[config.mk]
export PLATFORM = sky130hd
export DESIGN_NAME = fetch_unit
export DESIGN_NICKNAME = d
export VERILOG_FILES = /design/src/rtl/fetch_unit_pkg.sv /design/src/rtl/fetch_unit_ret_stack.sv /design/src/rtl/fetch_unit.sv
export SDC_FILE = /design/constraint.sdc
export NUM_CORES = 1
export LEC_CHECK = 0
export ABC_AREA = 1
export ABC_CLOCK_PERIOD_IN_PS = 1730
export BUFFER_PORTS_ARGS = -buffer_cell sky130_fd_sc_hd__buf_2
export CAP_MARGIN = 20
export CORE_MARGIN = 10
export CORE_UTILIZATION = 35
export CTS_BUF_LIST = sky130_fd_sc_hd__clkbuf_8
export DETAILED_ROUTE_END_ITERATION = 7
export PLACE_DENSITY = 0.69
export SETUP_SLACK_MARGIN = 0.5
export SKIP_CTS_REPAIR_TIMING = 1
export SYNTH_ARGS = -nofsm -noshare
export SYNTH_HDL_FRONTEND = slang
export SYNTH_SLANG_ARGS = --single-unit
export TNS_END_PERCENT = 30
[constraint.sdc]
create_clock -name clk -period 1.73 [get_ports clk]
set_input_delay 0 -clock clk [delete_from_list [all_inputs] [get_ports clk]]
set_output_delay 0 -clock clk [all_outputs]
set_load 0.01 [all_outputs]
[src/rtl/fetch_unit_pkg.sv]
// fetch_unit_pkg: shared control opcodes, jump condition codes and FSM state type for the fetch unit
package fetch_unit_pkg;
  typedef enum logic {S_FETCH, S_ISSUE} state_t;
  typedef enum logic [2:0] {CC_EQ, CC_NE, CC_CS, CC_CC, CC_MI, CC_PL, CC_VS, CC_AL} cond_t;
  localparam logic [4:0] OP_JMP  = 5'h1C;
  localparam logic [4:0] OP_BRXX = 5'h1D;
  localparam logic [4:0] OP_CALL = 5'h1E;
  localparam logic [4:0] OP_RET  = 5'h1F;
  // f is {N,C,V,Z}; any code outside the known set is not taken
  function automatic logic cond_taken(cond_t cc, logic [3:0] f);
    case (cc)
      CC_EQ:   return f[0];
      CC_NE:   return !f[0];
      CC_CS:   return f[2];
      CC_CC:   return !f[2];
      CC_MI:   return f[3];
      CC_PL:   return !f[3];
      CC_VS:   return f[1];
      CC_AL:   return 1'b1;
      default: return 1'b0;
    endcase
  endfunction
endpackage

[src/rtl/fetch_unit_ret_stack.sv]
// ret_stack: return-address stack for CALL/RET; only built when FETCH_CALL_EN is defined
`ifdef FETCH_CALL_EN
module ret_stack #(
  parameter int DEPTH = 4
) (
  input  logic       clk,
  input  logic       reset_n,
  input  logic       push,
  input  logic       pop,
  input  logic [7:0] din,
  output logic [7:0] dout,
  output logic       full,
  output logic       empty
);
  localparam int PW = $clog2(DEPTH + 1);
  localparam int IW = $clog2(DEPTH);
  logic [7:0]    r_mem [DEPTH];
  logic [PW-1:0] r_ptr;
  logic [IW-1:0] w_top, w_wr;
  assign full  = r_ptr == PW'(DEPTH);
  assign empty = r_ptr == '0;
  assign w_top = IW'(r_ptr - 1'b1);
  assign w_wr  = full ? IW'(DEPTH - 1) : r_ptr[IW-1:0];
  assign dout  = empty ? '0 : r_mem[w_top];
  // a push on a full stack overwrites the top entry
  always_ff @(posedge clk)
    if (push) r_mem[w_wr] <= din;
  // pointer saturates at both ends
  always_ff @(posedge clk or negedge reset_n)
    if (!reset_n) r_ptr <= '0;
    else if (push && !full) r_ptr <= r_ptr + 1'b1;
    else if (pop && !empty) r_ptr <= r_ptr - 1'b1;
endmodule
`endif

[src/rtl/fetch_unit.sv]
// fetch_unit: two-state fetch/issue FSM resolving JMP/BRXX in fetch; optional CALL/RET via FETCH_CALL_EN
module fetch_unit
  import fetch_unit_pkg::*;
#(
  parameter logic [7:0] RST_VECTOR = 8'h00,
  parameter int         RS_DEPTH   = 4
) (
  input  logic        clk,
  input  logic        reset_n,
  output logic [7:0]  addr,
  input  logic [15:0] data,
  input  logic [3:0]  flags,
  output logic [15:0] instr,
  output logic        instr_valid,
  input  logic        instr_ready,
  output logic [7:0]  pc_out
);
  state_t      r_state;
  logic [7:0]  r_pc, r_pc_out;
  logic [15:0] r_ir;
  logic        r_valid;
  logic [4:0]  w_op;
  logic [7:0]  w_imm, w_pc_inc, w_ret_pc, w_next_pc;
  logic        w_jmp, w_br, w_call, w_ret, w_consume;
  assign w_op     = data[15:11];
  assign w_imm    = data[7:0];
  assign w_pc_inc = r_pc + 8'd1;
  assign w_jmp    = w_op == OP_JMP;
  assign w_br     = w_op == OP_BRXX;
`ifdef FETCH_CALL_EN
  logic [7:0] w_rs_dout;
  logic       w_rs_empty, w_rs_full_unused;
  assign w_call = w_op == OP_CALL;
  assign w_ret  = w_op == OP_RET;
  ret_stack #(.DEPTH(RS_DEPTH)) u_ret_stack (
    .clk(clk),
    .reset_n(reset_n),
    .push(r_state == S_FETCH && w_call),
    .pop(r_state == S_FETCH && w_ret),
    .din(w_pc_inc),
    .dout(w_rs_dout),
    .full(w_rs_full_unused),
    .empty(w_rs_empty)
  );
  assign w_ret_pc = w_rs_empty ? RST_VECTOR : w_rs_dout;
`else
  logic w_unused_depth;
  assign w_unused_depth = RS_DEPTH > 0;
  assign w_call   = 1'b0;
  assign w_ret    = 1'b0;
  assign w_ret_pc = RST_VECTOR;
`endif
  assign w_consume = w_jmp || w_br || w_call || w_ret;
  // next fetch address; control-flow words are resolved here and never issued
  always_comb
    w_next_pc = (w_jmp || w_call) ? w_imm :
                w_ret ? w_ret_pc :
                (w_br && cond_taken(cond_t'(data[10:8]), flags)) ? w_imm : w_pc_inc;
  // fetch/issue FSM with registered instruction, address and valid
  always_ff @(posedge clk or negedge reset_n)
    if (!reset_n) begin
      r_state  <= S_FETCH;
      r_pc     <= RST_VECTOR;
      r_ir     <= '0;
      r_pc_out <= '0;
      r_valid  <= 1'b0;
    end else if (r_state == S_FETCH) begin
      r_pc <= w_next_pc;
      if (!w_consume) begin
        r_ir     <= data;
        r_pc_out <= r_pc;
        r_valid  <= 1'b1;
        r_state  <= S_ISSUE;
      end
    end else if (instr_ready) begin
      r_valid <= 1'b0;
      r_state <= S_FETCH;
    end
  assign addr        = r_pc;
  assign instr       = r_ir;
  assign instr_valid = r_valid;
  assign pc_out      = r_pc_out;
endmodule

# == Yosys cells after proc, flatten, opt, wreduce, memory -nomap -nowiden ==
# Index checks and enable logic that the tools add are counted.
# word_totals
register_bits,34
latch_bits,0
ram_bits,0
mem_bits_ro,0
input_bits,23
output_inout_bits,33
wordCells,36
n_memories,0
# op_classes
addsub,1
mul,0
div,0
order_cmp,0
n_eq_ne,11
shifts,0
n_mux,9
n_bitwise,2
n_reduce_logical,8
# op_table
op,n
two-way mux 8 bit,2
== test 3 bit (second input constant),4
== test 5 bit (second input constant),2
adder 8 x 1 -> 8 bit (second input constant),1
one-hot mux 1 bit (8 select lines),1
== test 3 x 2 -> 1 bit (second input constant),2
two-way mux 1 bit,6
!= test 2 bit (second input constant),2
AND reduction 2 bit,2
== test 3 x 1 -> 1 bit (second input constant),1
logical NOT 1 bit,3
logical NOT 3 bit,1
NOT 1 bit,2
logical AND 1 bit,1
logical OR 1 bit,1

# == Longest topological paths before layout ==
# depth
depth_word,5
depth_mapped,10
ltp_nobuf,10

# == Least setup slack after synthesis ==
# OpenSTA, ideal clock, no wires.
# synth_path
path_type,reg2reg
from,reg r_state
to,"reg r_pc_out[2], in the netlist pc_out[2]"
arrival_ns,1.226
required_time_ns,1.603
slack_ns,0.377
stages_incl_launch_ff,6
path_cell_list,dfrtp_1 buf_2 clkinv_2 o31ai_4 buf_6 mux2_1
# synth_via
elab_chain_cells,2
# synth_lines
item,line_no,source
from (decl),fetch_unit.sv:18,state_t r_state;
from (signal assigned),fetch_unit.sv:62,r_state <= S_FETCH;
from (signal assigned),fetch_unit.sv:73,r_state <= S_ISSUE;
from (signal assigned),fetch_unit.sv:77,r_state <= S_FETCH;
NOT 1 bit (no line),-,
AND reduction 2 bit (no line),-,
to (signal assigned),fetch_unit.sv:71,r_pc_out <= r_pc;
to (decl),fetch_unit.sv:19,"logic [7:0] r_pc, r_pc_out;"
# Every way passes these cells.
# A chain may end at the register's enable or synchronous reset.

# == Worst setup path in the final report ==
# layout_path
from,"reg r_pc[0], in the netlist addr[0]"
to,"reg r_pc[6], in the netlist addr[6]"
# layout_via
elab_chain_cells,3
# layout_lines
item,line_no,source
from (decl),fetch_unit.sv:19,
from (signal assigned),fetch_unit.sv:68,r_pc <= w_next_pc;
adder 8 x 1 -> 8 bit,fetch_unit.sv:27,assign w_pc_inc = r_pc + 8'd1;
two-way mux 8 bit,fetch_unit.sv:58,"(w_br && cond_taken(cond_t'(data[10:8]), flags)) ? w_imm : w_pc_inc;"
two-way mux 8 bit,fetch_unit.sv:56,w_next_pc = (w_jmp || w_call) ? w_imm :
# Every way passes these cells.

==> results.json <==
{
  "status": "completed",
  "drtIter0Drc": 106,
  "highest_layer": "met4",
  "gp_congestion": 0.871,
  "cp-end-kind": "flip-flop",
  "hold_slack_ps": 2.45,
  "routed_wl_mm": 4.38,
  "yosysUniqueCellTypes": 24,
  "tns_ps": 0,
  "crit_path_start_kind": "flip-flop",
  "hpwl_mm": 3.09,
  "drive_gt1_share_pct": 34.5,
  "syn_nets": 214,
  "crit_family": "flip-flops",
  "fmax_mhz": 794,
  "slowest_stage": "dfrtp_1",
  "antenna_found_initial": 0,
  "synthAdderAreaFrac_pct": 0.775,
  "port_buffers": 55,
  "start_util_pct": 36.6,
  "path_class": "reg -> reg",
  "insertedDiodeCount": 0,
  "synth_cells": 190,
  "hold_class": "in -> reg",
  "ys_seq_elements": 34,
  "die_x_um": 87.9,
  "core_area_um2": 4410,
  "finalHoldViolCount": 0,
  "cts.path.max_buffers": 2,
  "period_minus_slack_ps": 1260,
  "clkSinkCount": 34,
  "clkLatencyLatePin_ps": 280,
  "vdd_drop_max_v": 0.000834,
  "worstPathMaxFanout": 4,
  "final-setup-viol-count": 0,
  "fin_nets": 287,
  "grt_pass1_vias": 1523,
  "synthSimpleGateAreaFrac_pct": 24.2,
  "io_pins": 56,
  "synth_xor_area_share_pct": 2.17,
  "grt_max_degree": 35,
  "dr_wl_met2_mm": 2.06,
  "leakagePower_nw": 1.20,
  "first_pass_iters": 4,
  "root_buffer": "clkbuf_8",
  "cp.required_ps": 1900,
  "yosysWarnings": 0,
  "muxShareOfSynthArea_pct": 4.18,
  "cpPeakStageDelay_ps": 430,
  "grt-ovfl-total": 0,
  "drv_cap": 0,
  "grt_pass1_wl_mm": 7.07,
  "synth.avg_cell_area_um2": 8.50,
  "setup_slack_ps": 471,
  "synth_area_um2": 1620,
  "layout_common_cells": "nand2_1 (61), buf_2 (55), dfrtp_1 (31), inv_1 (24), nand3_1 (22)",
  "drtAntennaViolNets": 0,
  "worst_pin_slew_ps": 927,
  "dieArea_um2": 7730,
  "layout_commonest_cell": "nand2_1",
  "chipHeight_um": 87.9,
  "clock_skew_ps": 3.68,
  "fin_crit_sh_pct": 72.8,
  "arrival_ps": 1430,
  "finalPower_mw": 3.87,
  "slew_viol_final": 0,
  "vias": 1473,
  "crit_path_cell_trace": "ha_4 -> nand3_4 -> nor2_2 -> xor2_1 -> nand3_1 -> nand3_1 -> nand2_1",
  "clkTransAtPathRegs_ps": 70,
  "synth_top_family_by_area": "simple AND/OR/NAND/NOR gates",
  "track_usage_pct": 11.3,
  "path_buf_inv": 0,
  "cts_tree": "done",
  "drc": 0,
  "yosysSeqAreaShare_pct": 52.7,
  "wl_per_cell_um": 13.9,
  "cpMostUsedCell": "nand3_1",
  "cts_made_buffers": 5,
  "syn_to_final_growth_pct": 37.3,
  "rows": 24,
  "rsz0062_at_grt": "true",
  "pre_cts_ws_ps": 151,
  "dr_wl_met3_um": 392,
  "final_core_util_pct": 50.3,
  "p_per_area_nw_per_um2": 1740,
  "wl_met1_mm": 1.91,
  "max-slew-margin-rel_pct": 37.8,
  "cts-htree-levels": 2,
  "synth_compound_area_share_pct": 7.98,
  "via_per_inst": 4.66
}
## synth_stat cells, drive strengths merged
cell type,n,area [um^2]
nand3,24,125
o21ai,19,95.1
a21oi,1,5.00
ha,1,12.5
o31ai,1,21.3
nand2,62,235
xnor2,1,8.76
a22oi,1,7.51
clkinv,1,5.00
dfrtp,34,851
inv,24,90.1
xor2,3,26.3
clkbuf,3,13.8
mux2,6,67.6
nand4,2,12.5
nor2,2,7.51
buf,3,21.3
nor3,2,10.0
## kinds of logic after synthesis
family	after synthesis
multiplexers	6
flip-flops	34
AND/OR/NAND/NOR	92
XOR/XNOR	4
adder cells (fa/ha/maj)	1
AO/OA/AOI/OAI	22
buffers and inverters	31
## per-layer routing
metal / up-vias / track usage (%)
met5: - / 0
met4: 0 / 3.19
met3: 2 / 4.92
met2: 39 / 18.1
met1: 675 / 13.5
li1: 757 / -
## path summary, 6_finish.rpt
path	startpoint	to	slack (ps)	depth (start not counted)
setup / recovery	addr[0]	addr[6]	470	7
hold / removal	data[2]	instr[2]	2	3
setup reg to reg	addr[0]	addr[6]	470	7
hold reg to reg	instr[10]	instr[10]	480	2
max in group asynchronous	reset_n	addr[1]	880	2
min in group asynchronous	reset_n	instr[8]	330	2
## where the power goes
group	total [mW]	internal, mW	switching (mW)
Clock	0.593	0.315	0.278
Combinational	1.81	0.829	0.979
Sequential	1.47	1.18	0.286
Total	3.87	2.33	1.54
## worst register-to-register path: cells and delay by family (launching register included)
kind                     cells  cell delay (ps)
adder cells (fa/ha/maj)      1              180
XOR/XNOR                     1              140
AND/OR/NAND/NOR              5              400
flip-flops                   1              430
## flip-flops by register name, indices dropped and copies added (netlist names)
register and flops:
pc_out 8, r_state 1, instr_valid 1, instr 16
addr 8
## per-stage QoR
stage | std cells | area [um^2]
CTS | 302 | 2060
finish | 316 | 2220
floorplan | 190 | 1640
global route | 316 | 2220
global placement | 294 | 1970
detailed placement | 294 | 1970
## layout make-up
| class | count | area [um^2] |
|---|---|---|
| timing repair buffer | 71 | 415 |
| clock buffer | 6 | 82.6 |
| sequential | 34 | 855 |
| tap | 52 | 65.1 |
| clock inverter | 2 | 8.76 |
| inverter | 25 | 106 |
| fill | 461 | 2200 |
| multi-input combinational | 126 | 686 |
Note: power is estimated with default switching activity, not from simulation.
